==> src/rtl/sqrt_add_unit_pkg.sv <==
// Shared widths and types for the non-restoring square-root datapath.
// QW is the root width, RW the signed working-remainder width (one sign bit plus headroom).
package sqrt_pkg;

    localparam int DW = 16;
    localparam int QW = DW / 2;
    localparam int RW = DW / 2 + 2;

    typedef logic signed [RW-1:0] rem_t;
    typedef logic        [QW-1:0] root_t;

    function automatic int root_width(input int dw);
        return dw / 2;
    endfunction

endpackage

==> src/rtl/sqrt_add_unit_if.sv <==
// Controller-to-datapath bundle: step controls and radicand in, registered root/remainder/ready out.
interface sqrt_add_unit_if #(
    parameter int DW = 16
);
    logic          load;
    logic          start;
    logic          ctrl;
    logic [DW-1:0] D;
    logic [DW-1:0] excounter;
    logic [DW-1:0] Q;
    logic [DW-1:0] remainder;
    logic          ready;

    modport master (
        output load, start, ctrl, D, excounter,
        input  Q, remainder, ready
    );

    modport slave (
        input  load, start, ctrl, D, excounter,
        output Q, remainder, ready
    );
endinterface

==> src/rtl/sqrt_add_unit_step.sv <==
// One non-restoring digit: combinational, zero latency, no handshake.
// The sign of the incoming remainder picks subtract or add; the sign of the result is the new root bit.
module sqrt_step #(
    parameter int QW = 8
) (
    input  logic signed [QW+1:0] r,
    input  logic        [QW-1:0] q,
    input  logic        [1:0]    pair,
    output logic signed [QW+1:0] r_next,
    output logic        [QW-1:0] q_next
);
    logic signed [QW+1:0] shifted;
    logic signed [QW+1:0] sub_term;
    logic signed [QW+1:0] add_term;

    assign shifted  = (r <<< 2) | {{QW{1'b0}}, pair};
    assign sub_term = {q, 2'b01};
    assign add_term = {q, 2'b11};

    always_comb begin
        r_next = shifted;
        if (!r[QW+1]) begin
            r_next = shifted - sub_term;
        end else begin
            r_next = shifted + add_term;
        end
        q_next = (q << 1) | {{(QW-1){1'b0}}, ~r_next[QW+1]};
    end
endmodule

==> src/rtl/sqrt_add_unit.sv <==
// Integer square root datapath stepped one digit per clock by an external controller.
// Latency DW/2+2 clocks from load to ready; no backpressure, every asserted step executes on its edge.
module sqrt_add_unit
    import sqrt_pkg::*;
#(
    parameter int DW = sqrt_pkg::DW
) (
    input  logic            clk,
    input  logic            reset,
    sqrt_add_unit_if.slave  bus
);
    localparam int LQW = DW / 2;
    localparam int LRW = DW / 2 + 2;

    logic        [DW-1:0]  d_reg;
    logic        [LQW-1:0] q_reg;
    logic signed [LRW-1:0] r_reg;
    logic                  ready_reg;

    logic        [1:0]     pair;
    logic                  in_range;
    logic        [LQW-1:0] q_step;
    logic signed [LRW-1:0] r_step;
    logic signed [LRW-1:0] r_corr;

    // Mux the digit pair addressed by the controller's index.
    always_comb begin
        pair = 2'b00;
        for (int k = 0; k < LQW; k++) begin
            if (bus.excounter == DW'(k)) begin
                pair = d_reg[2*k +: 2];
            end
        end
    end

    assign in_range = (bus.excounter < DW'(LQW));

    sqrt_step #(
        .QW (LQW)
    ) u_step (
        .r      (r_reg),
        .q      (q_reg),
        .pair   (pair),
        .r_next (r_step),
        .q_next (q_step)
    );

    // Final fix-up: a negative remainder is restored by adding back 2Q+1.
    always_comb begin
        r_corr = r_reg;
        if (r_reg[LRW-1]) begin
            r_corr = r_reg + {1'b0, q_reg, 1'b1};
        end
    end

    always_ff @(posedge clk) begin
        if (reset) begin
            d_reg     <= '0;
            q_reg     <= '0;
            r_reg     <= '0;
            ready_reg <= 1'b0;
        end else if (bus.load) begin
            d_reg     <= bus.D;
            q_reg     <= '0;
            r_reg     <= '0;
            ready_reg <= 1'b0;
        end else if (bus.start) begin
            if (bus.ctrl) begin
                r_reg     <= r_corr;
                ready_reg <= 1'b1;
            end else if (in_range) begin
                r_reg <= r_step;
                q_reg <= q_step;
            end
        end
    end

    assign bus.Q         = {{(DW-LQW){1'b0}}, q_reg};
    assign bus.remainder = {{(DW-LQW-1){1'b0}}, r_reg[LQW:0]};
    assign bus.ready     = ready_reg;
endmodule

==> src/flat_wrapper.sv <==
// flat-port wrapper written by rule: the top's interface ports become plain ports
module sqrt_add_unit_flat import sqrt_pkg::*;
#(
    parameter int DW = sqrt_pkg::DW
)
  (clk, reset, bus_load, bus_start, bus_ctrl, bus_D, bus_excounter, bus_Q, bus_remainder, bus_ready);
  sqrt_add_unit_if #(.DW(DW)) bus_i ();
  input  logic clk;
  input  logic reset;
  input wire logic [$bits(bus_i.load)-1:0] bus_load;
  input wire logic [$bits(bus_i.start)-1:0] bus_start;
  input wire logic [$bits(bus_i.ctrl)-1:0] bus_ctrl;
  input wire logic [$bits(bus_i.D)-1:0] bus_D;
  input wire logic [$bits(bus_i.excounter)-1:0] bus_excounter;
  output wire logic [$bits(bus_i.Q)-1:0] bus_Q;
  output wire logic [$bits(bus_i.remainder)-1:0] bus_remainder;
  output wire logic [$bits(bus_i.ready)-1:0] bus_ready;
  assign bus_i.load = bus_load;
  assign bus_i.start = bus_start;
  assign bus_i.ctrl = bus_ctrl;
  assign bus_i.D = bus_D;
  assign bus_i.excounter = bus_excounter;
  assign bus_Q = bus_i.Q;
  assign bus_remainder = bus_i.remainder;
  assign bus_ready = bus_i.ready;
  sqrt_add_unit #(.DW(DW)) u_core (.clk(clk), .reset(reset), .bus(bus_i));
endmodule
==> config.mk <==
export PLATFORM = sky130hd
export DESIGN_NAME = sqrt_add_unit_flat
export DESIGN_NICKNAME = d
export VERILOG_FILES = /design/src/rtl/sqrt_add_unit_pkg.sv /design/src/rtl/sqrt_add_unit_if.sv /design/src/rtl/sqrt_add_unit_step.sv /design/src/rtl/sqrt_add_unit.sv /design/src/flat_wrapper.sv
export SDC_FILE = /design/constraint.sdc
export NUM_CORES = 1
export LEC_CHECK = 0
export CELL_PAD_IN_SITES_DETAIL_PLACEMENT = 1
export CELL_PAD_IN_SITES_GLOBAL_PLACEMENT = 1
export CORE_AREA = 2 2 88 90
export CTS_BUF_LIST = sky130_fd_sc_hd__clkbuf_8
export CTS_CLUSTER_DIAMETER = 30
export DETAILED_ROUTE_END_ITERATION = 8
export DIE_AREA = 0 0 90 92
export GPL_TIMING_DRIVEN = 0
export PLACE_DENSITY = 0.93
export SYNTH_ARGS = -nofsm -noshare
export SYNTH_HDL_FRONTEND = slang
export SYNTH_SLANG_ARGS = --single-unit
==> constraint.sdc <==
create_clock -name clk -period 4.1 [get_ports clk]
set_input_delay 0.82 -clock clk [delete_from_list [all_inputs] [get_ports clk]]
set_output_delay 0.82 -clock clk [all_outputs]
set_load 0.01 [all_outputs]
==> impl_table.tex <==
\begin{tabular}{lr}
\hline
Metric & Value \\
\hline
\multicolumn{2}{l}{\textbf{Run status}} \\
\quad Status & complete, no violations \\
\multicolumn{2}{l}{\textbf{Final layout}} \\
\quad Final Instance Count excl. Fillers & 487 \\
\quad \# nets final & 438 \\
\quad Area delta synth->final & 30.7\% \\
\quad Share of layout cells above drive strength 1 & 12.5\% \\
\quad Flip-flop count of the largest register, all copies and words added & 16 \\
\quad Antenna diode instance count & 0 \\
\quad Final std cell area, no fill & 0.00344 mm2 \\
\multicolumn{2}{l}{\textbf{Clock network}} \\
\quad Clock slew at the register clock pins of the worst setup and hold paths & 70 ps \\
\quad CTS sink cnt & 35 \\
\quad Worst skew pair latency & 300 ps \\
\quad Number of gates resized after cts & 0 \\
\quad Clock buffers created by TritonCTS & 5 \\
\quad Hold buffer count at cts & 0 \\
\quad CTS tree & yes \\
\quad H-tree levels & 2 \\
\quad Maximum buffer depth of the clock tree & 2 \\
\quad Post-CTS repair timing setup buffer count & 0 \\
\quad CTS Root Cell & sky130\_fd\_sc\_hd\_\_clkbuf\_8 \\
\multicolumn{2}{l}{\textbf{Routing}} \\
\quad Wirelength per Cell & 17.3 um \\
\quad Residual DRC count & 0 \\
\quad Vias after detailed routing & 2615 \\
\quad Pre-Repair DR Iteration Count & 5 \\
\quad Iteration-0 DRC Markers & 205 \\
\quad Wirelength, routed & 8420 um \\
\quad Vias per Instance & 5.37 \\
\quad Number of nets still failing antenna checks after routing & 0 \\
\multicolumn{2}{l}{\textbf{Die}} \\
\quad Width of the die & 90 um \\
\quad Core Box Area & 0.00745 mm2 \\
\quad Count of boundary I/O pins & 70 \\
\quad Initial standard-cell utilization of the core & 35.3\% \\
\quad Area enclosed by the die boundary & 0.00828 mm2 \\
\quad Cell row count & 32 \\
\quad Die Height & 92 um \\
\multicolumn{2}{l}{\textbf{Logic synthesis}} \\
\quad Post-synthesis cell count & 312 \\
\quad Number of synthesized flops with an enable pin & 0 \\
\quad Mean instance size in the synthesized netlist & 8.44 um2 \\
\quad Fraction of registers with async set/reset & 0\% \\
\quad Count of synthesis-stage warnings from yosys & 0 \\
\quad \#FFs+latches synth & 35 \\
\quad Mapped cell area & 0.00263 mm2 \\
\quad Share of synthesized area occupied by flip-flops and latches & 26.6\% \\
\quad Most area-hungry cell type in the Yosys netlist & sky130\_fd\_sc\_hd\_\_dfxtp\_1 \\
\quad Fraction of post-synthesis cell area in the top cell type by area & 26.6\% \\
\quad Most used flip-flop cell after synthesis & sky130\_fd\_sc\_hd\_\_dfxtp\_1 \\
\quad List of most frequent post-synthesis cells & sky130\_fd\_sc\_hd\_\_dfxtp\_1 (35), sky130\_fd\_sc\_hd\_\_nor2\_1 (35), sky130\_fd\_sc\_hd\_\_buf\_4 (31), sky130\_fd\_sc\_hd\_\_nand2\_1 (26), sky130\_fd\_sc\_hd\_\_a21oi\_1 (24) \\
\quad Count of cell types in the netlist & 58 \\
\quad Cells taking the most area after synthesis & sky130\_fd\_sc\_hd\_\_dfxtp\_1 (27\%), sky130\_fd\_sc\_hd\_\_buf\_4 (8.8\%), sky130\_fd\_sc\_hd\_\_ha\_1 (7.6\%), sky130\_fd\_sc\_hd\_\_mux2i\_1 (7.2\%), sky130\_fd\_sc\_hd\_\_xnor2\_1 (5.3\%) \\
\multicolumn{2}{l}{\textbf{GRT}} \\
\quad Initial antenna violation count & 0 \\
\quad Total grt overflow & 0 \\
\quad Largest net degree at the start of global routing & 12 \\
\quad Wire length of the first global-routing pass & 13800 um \\
\quad Vias in the first global route & 2760 \\
\quad Total GRT Usage & 20.7\% \\
\multicolumn{2}{l}{\textbf{Power}} \\
\quad IR drop worst, VDD & 0.102 mV \\
\quad Ratio of total power to cell area & 244 mW/mm2 \\
\quad Static Leak & 1.43 nW \\
\quad Overall power after layout & 0.839 mW \\
\multicolumn{2}{l}{\textbf{Placed design}} \\
\quad Placed cells & 479 \\
\quad Placed instance area & 0.00332 mm2 \\
\quad Placer congestion estimate & 0.874 \\
\quad Hpwl dp & 6130 um \\
\quad Number of port buffers & 51 \\
\multicolumn{2}{l}{\textbf{Timing}} \\
\quad Final count of negative-setup-slack endpoints & 0 \\
\quad Final critical-path required period & 3640 ps \\
\quad Total negative slack & 0 ps \\
\quad Transition time at the pin with the least slew margin & 704 ps \\
\quad Final Hold Vio Count & 0 \\
\quad RSZ-0062 raised after global routing & false \\
\quad Worst slack on hold paths & 476 ps \\
\quad Slew HR & 53.1\% \\
\quad Final critical-path share of the clock period & 88.8\% \\
\quad Final max-slew violation count & 0 \\
\quad Top achievable clock speed & 0.275 GHz \\
\quad Worst-case clock skew & 7.00 ps \\
\multicolumn{2}{l}{\textbf{Critical path}} \\
\quad Crit-path max cell delay & 660 ps \\
\quad Required @ worst endpoint & 4290 ps \\
\quad Category of the worst setup path launch point & input pin \\
\quad Critical path's top delay family & compound AO/OA/AOI/OAI gates \\
\quad CP max FO & 6 \\
\quad Arrival time of data at the critical path endpoint & 3830 ps \\
\quad Worst-case register-to-register setup slack & 830 ps \\
\quad Number of buffer and inverter instances along the worst setup path & 1 \\
\quad Crit Path Class & input pin to flip-flop \\
\quad Endpoint kind of the worst setup timing path & flip-flop \\
\quad Slowest cell on the critical path & sky130\_fd\_sc\_hd\_\_clkdlybuf4s50\_1 \\
\quad List of cells traversed by the critical path & clkdlybuf4s50\_1 > mux4\_2 > nand2b\_1 > o41a\_1 > nand2\_1 > ha\_1 > nor2b\_1 > o21a\_1 > o211ai\_1 > a31oi\_1 > xnor2\_1 > a221oi\_1 > nor2\_1 \\
\multicolumn{2}{l}{\textbf{Worst hold path}} \\
\quad Classification of the worst-slack hold path & flip-flop to flip-flop \\
\multicolumn{2}{l}{\textbf{Job}} \\
\quad Max capacitance violation total & 0 \\
\hline
\end{tabular}
-- layout make-up --
type | count | area (um2)
fillers | 912 | 4010
multi-input cells | 242 | 1680
flip-flops and latches | 35 | 701
repair buffers | 51 | 510
plain buffers | 43 | 285
well taps | 102 | 128
clock buffers | 6 | 82.6
clock inverters | 2 | 35.0
inverters | 6 | 22.5
-- power breakdown --
group | total (mW) | internal (mW) | switching [mW]
clock | 0.335 | 0.197 | 0.138
sequential | 0.357 | 0.350 | 0.00663
combinational | 0.147 | 0.0767 | 0.0698
-- placed cells by master (no fill, tap or decap), types with 15 or more instances in the layout --
cell type	count
sky130_fd_sc_hd__a21oi_1	24
sky130_fd_sc_hd__buf_4	31
sky130_fd_sc_hd__clkdlybuf4s50_1	51
sky130_fd_sc_hd__conb_1	15
sky130_fd_sc_hd__dfxtp_1	35
sky130_fd_sc_hd__ha_1	16
sky130_fd_sc_hd__mux2i_1	19
sky130_fd_sc_hd__nand2_1	26
sky130_fd_sc_hd__nor2_1	35
sky130_fd_sc_hd__xnor2_1	16
-- routing by layer --
layer	global-route usage, %	vias to the layer above	share of wire, %	wire (um)
met5	0	-	0	0
met1	23.4	1251	40	3360
met3	3.37	35	5.5	459
li1	-	1207	-	-
met4	8.59	0	3.4	289
met2	38.6	122	51	4310
-- logic make-up after synthesis --
group	share of synthesized area, %
AO/OA/AOI/OAI	18.3
XOR/XNOR	6.99
adder cells (fa/ha/maj)	8.36
buffers and inverters	11.7
flip-flops	26.6
multiplexers	10.9
other	0.142
AND/OR/NAND/NOR	17.0
-- final timing paths --
| path | endpoint | startpoint | cells past startpoint |
|---|---|---|---|
| hold / removal | u_core.bus.ready$_SDFFE_PP0P_ | u_core.bus.ready$_SDFFE_PP0P_ | 2 |
| setup reg to reg | u_core.r_reg[9]$_SDFFE_PP0P_ | u_core.r_reg[9]$_SDFFE_PP0P_ | 10 |
| setup / recovery | u_core.r_reg[8]$_SDFFE_PP0P_ | bus_excounter[1] | 13 |
| hold reg to reg | u_core.bus.ready$_SDFFE_PP0P_ | u_core.bus.ready$_SDFFE_PP0P_ | 2 |
-- worst register-to-register path, cell delays in order (launching register included) --
cell                       delay, ps
sky130_fd_sc_hd__dfxtp_1         370
sky130_fd_sc_hd__buf_1           540
sky130_fd_sc_hd__xnor2_1         150
sky130_fd_sc_hd__ha_1            370
sky130_fd_sc_hd__a21oi_1         300
sky130_fd_sc_hd__nor2b_1         340
sky130_fd_sc_hd__a221oi_1        200
sky130_fd_sc_hd__and3_1          250
sky130_fd_sc_hd__a21oi_2         230
sky130_fd_sc_hd__mux2i_1         300
sky130_fd_sc_hd__a221oi_2         90
-- stage by stage --
| stage | setup WS (ps) | util (%) |
|---|---|---|
| floorplan | 990 | - |
| global placement | 399 | 44.6 |
| detailed placement | 297 | 44.6 |
| CTS | 500 | 46.2 |
| global route | 308 | 46.2 |
| finish | 461 | 46.2 |
Note: power is estimated with default switching activity, not from simulation.
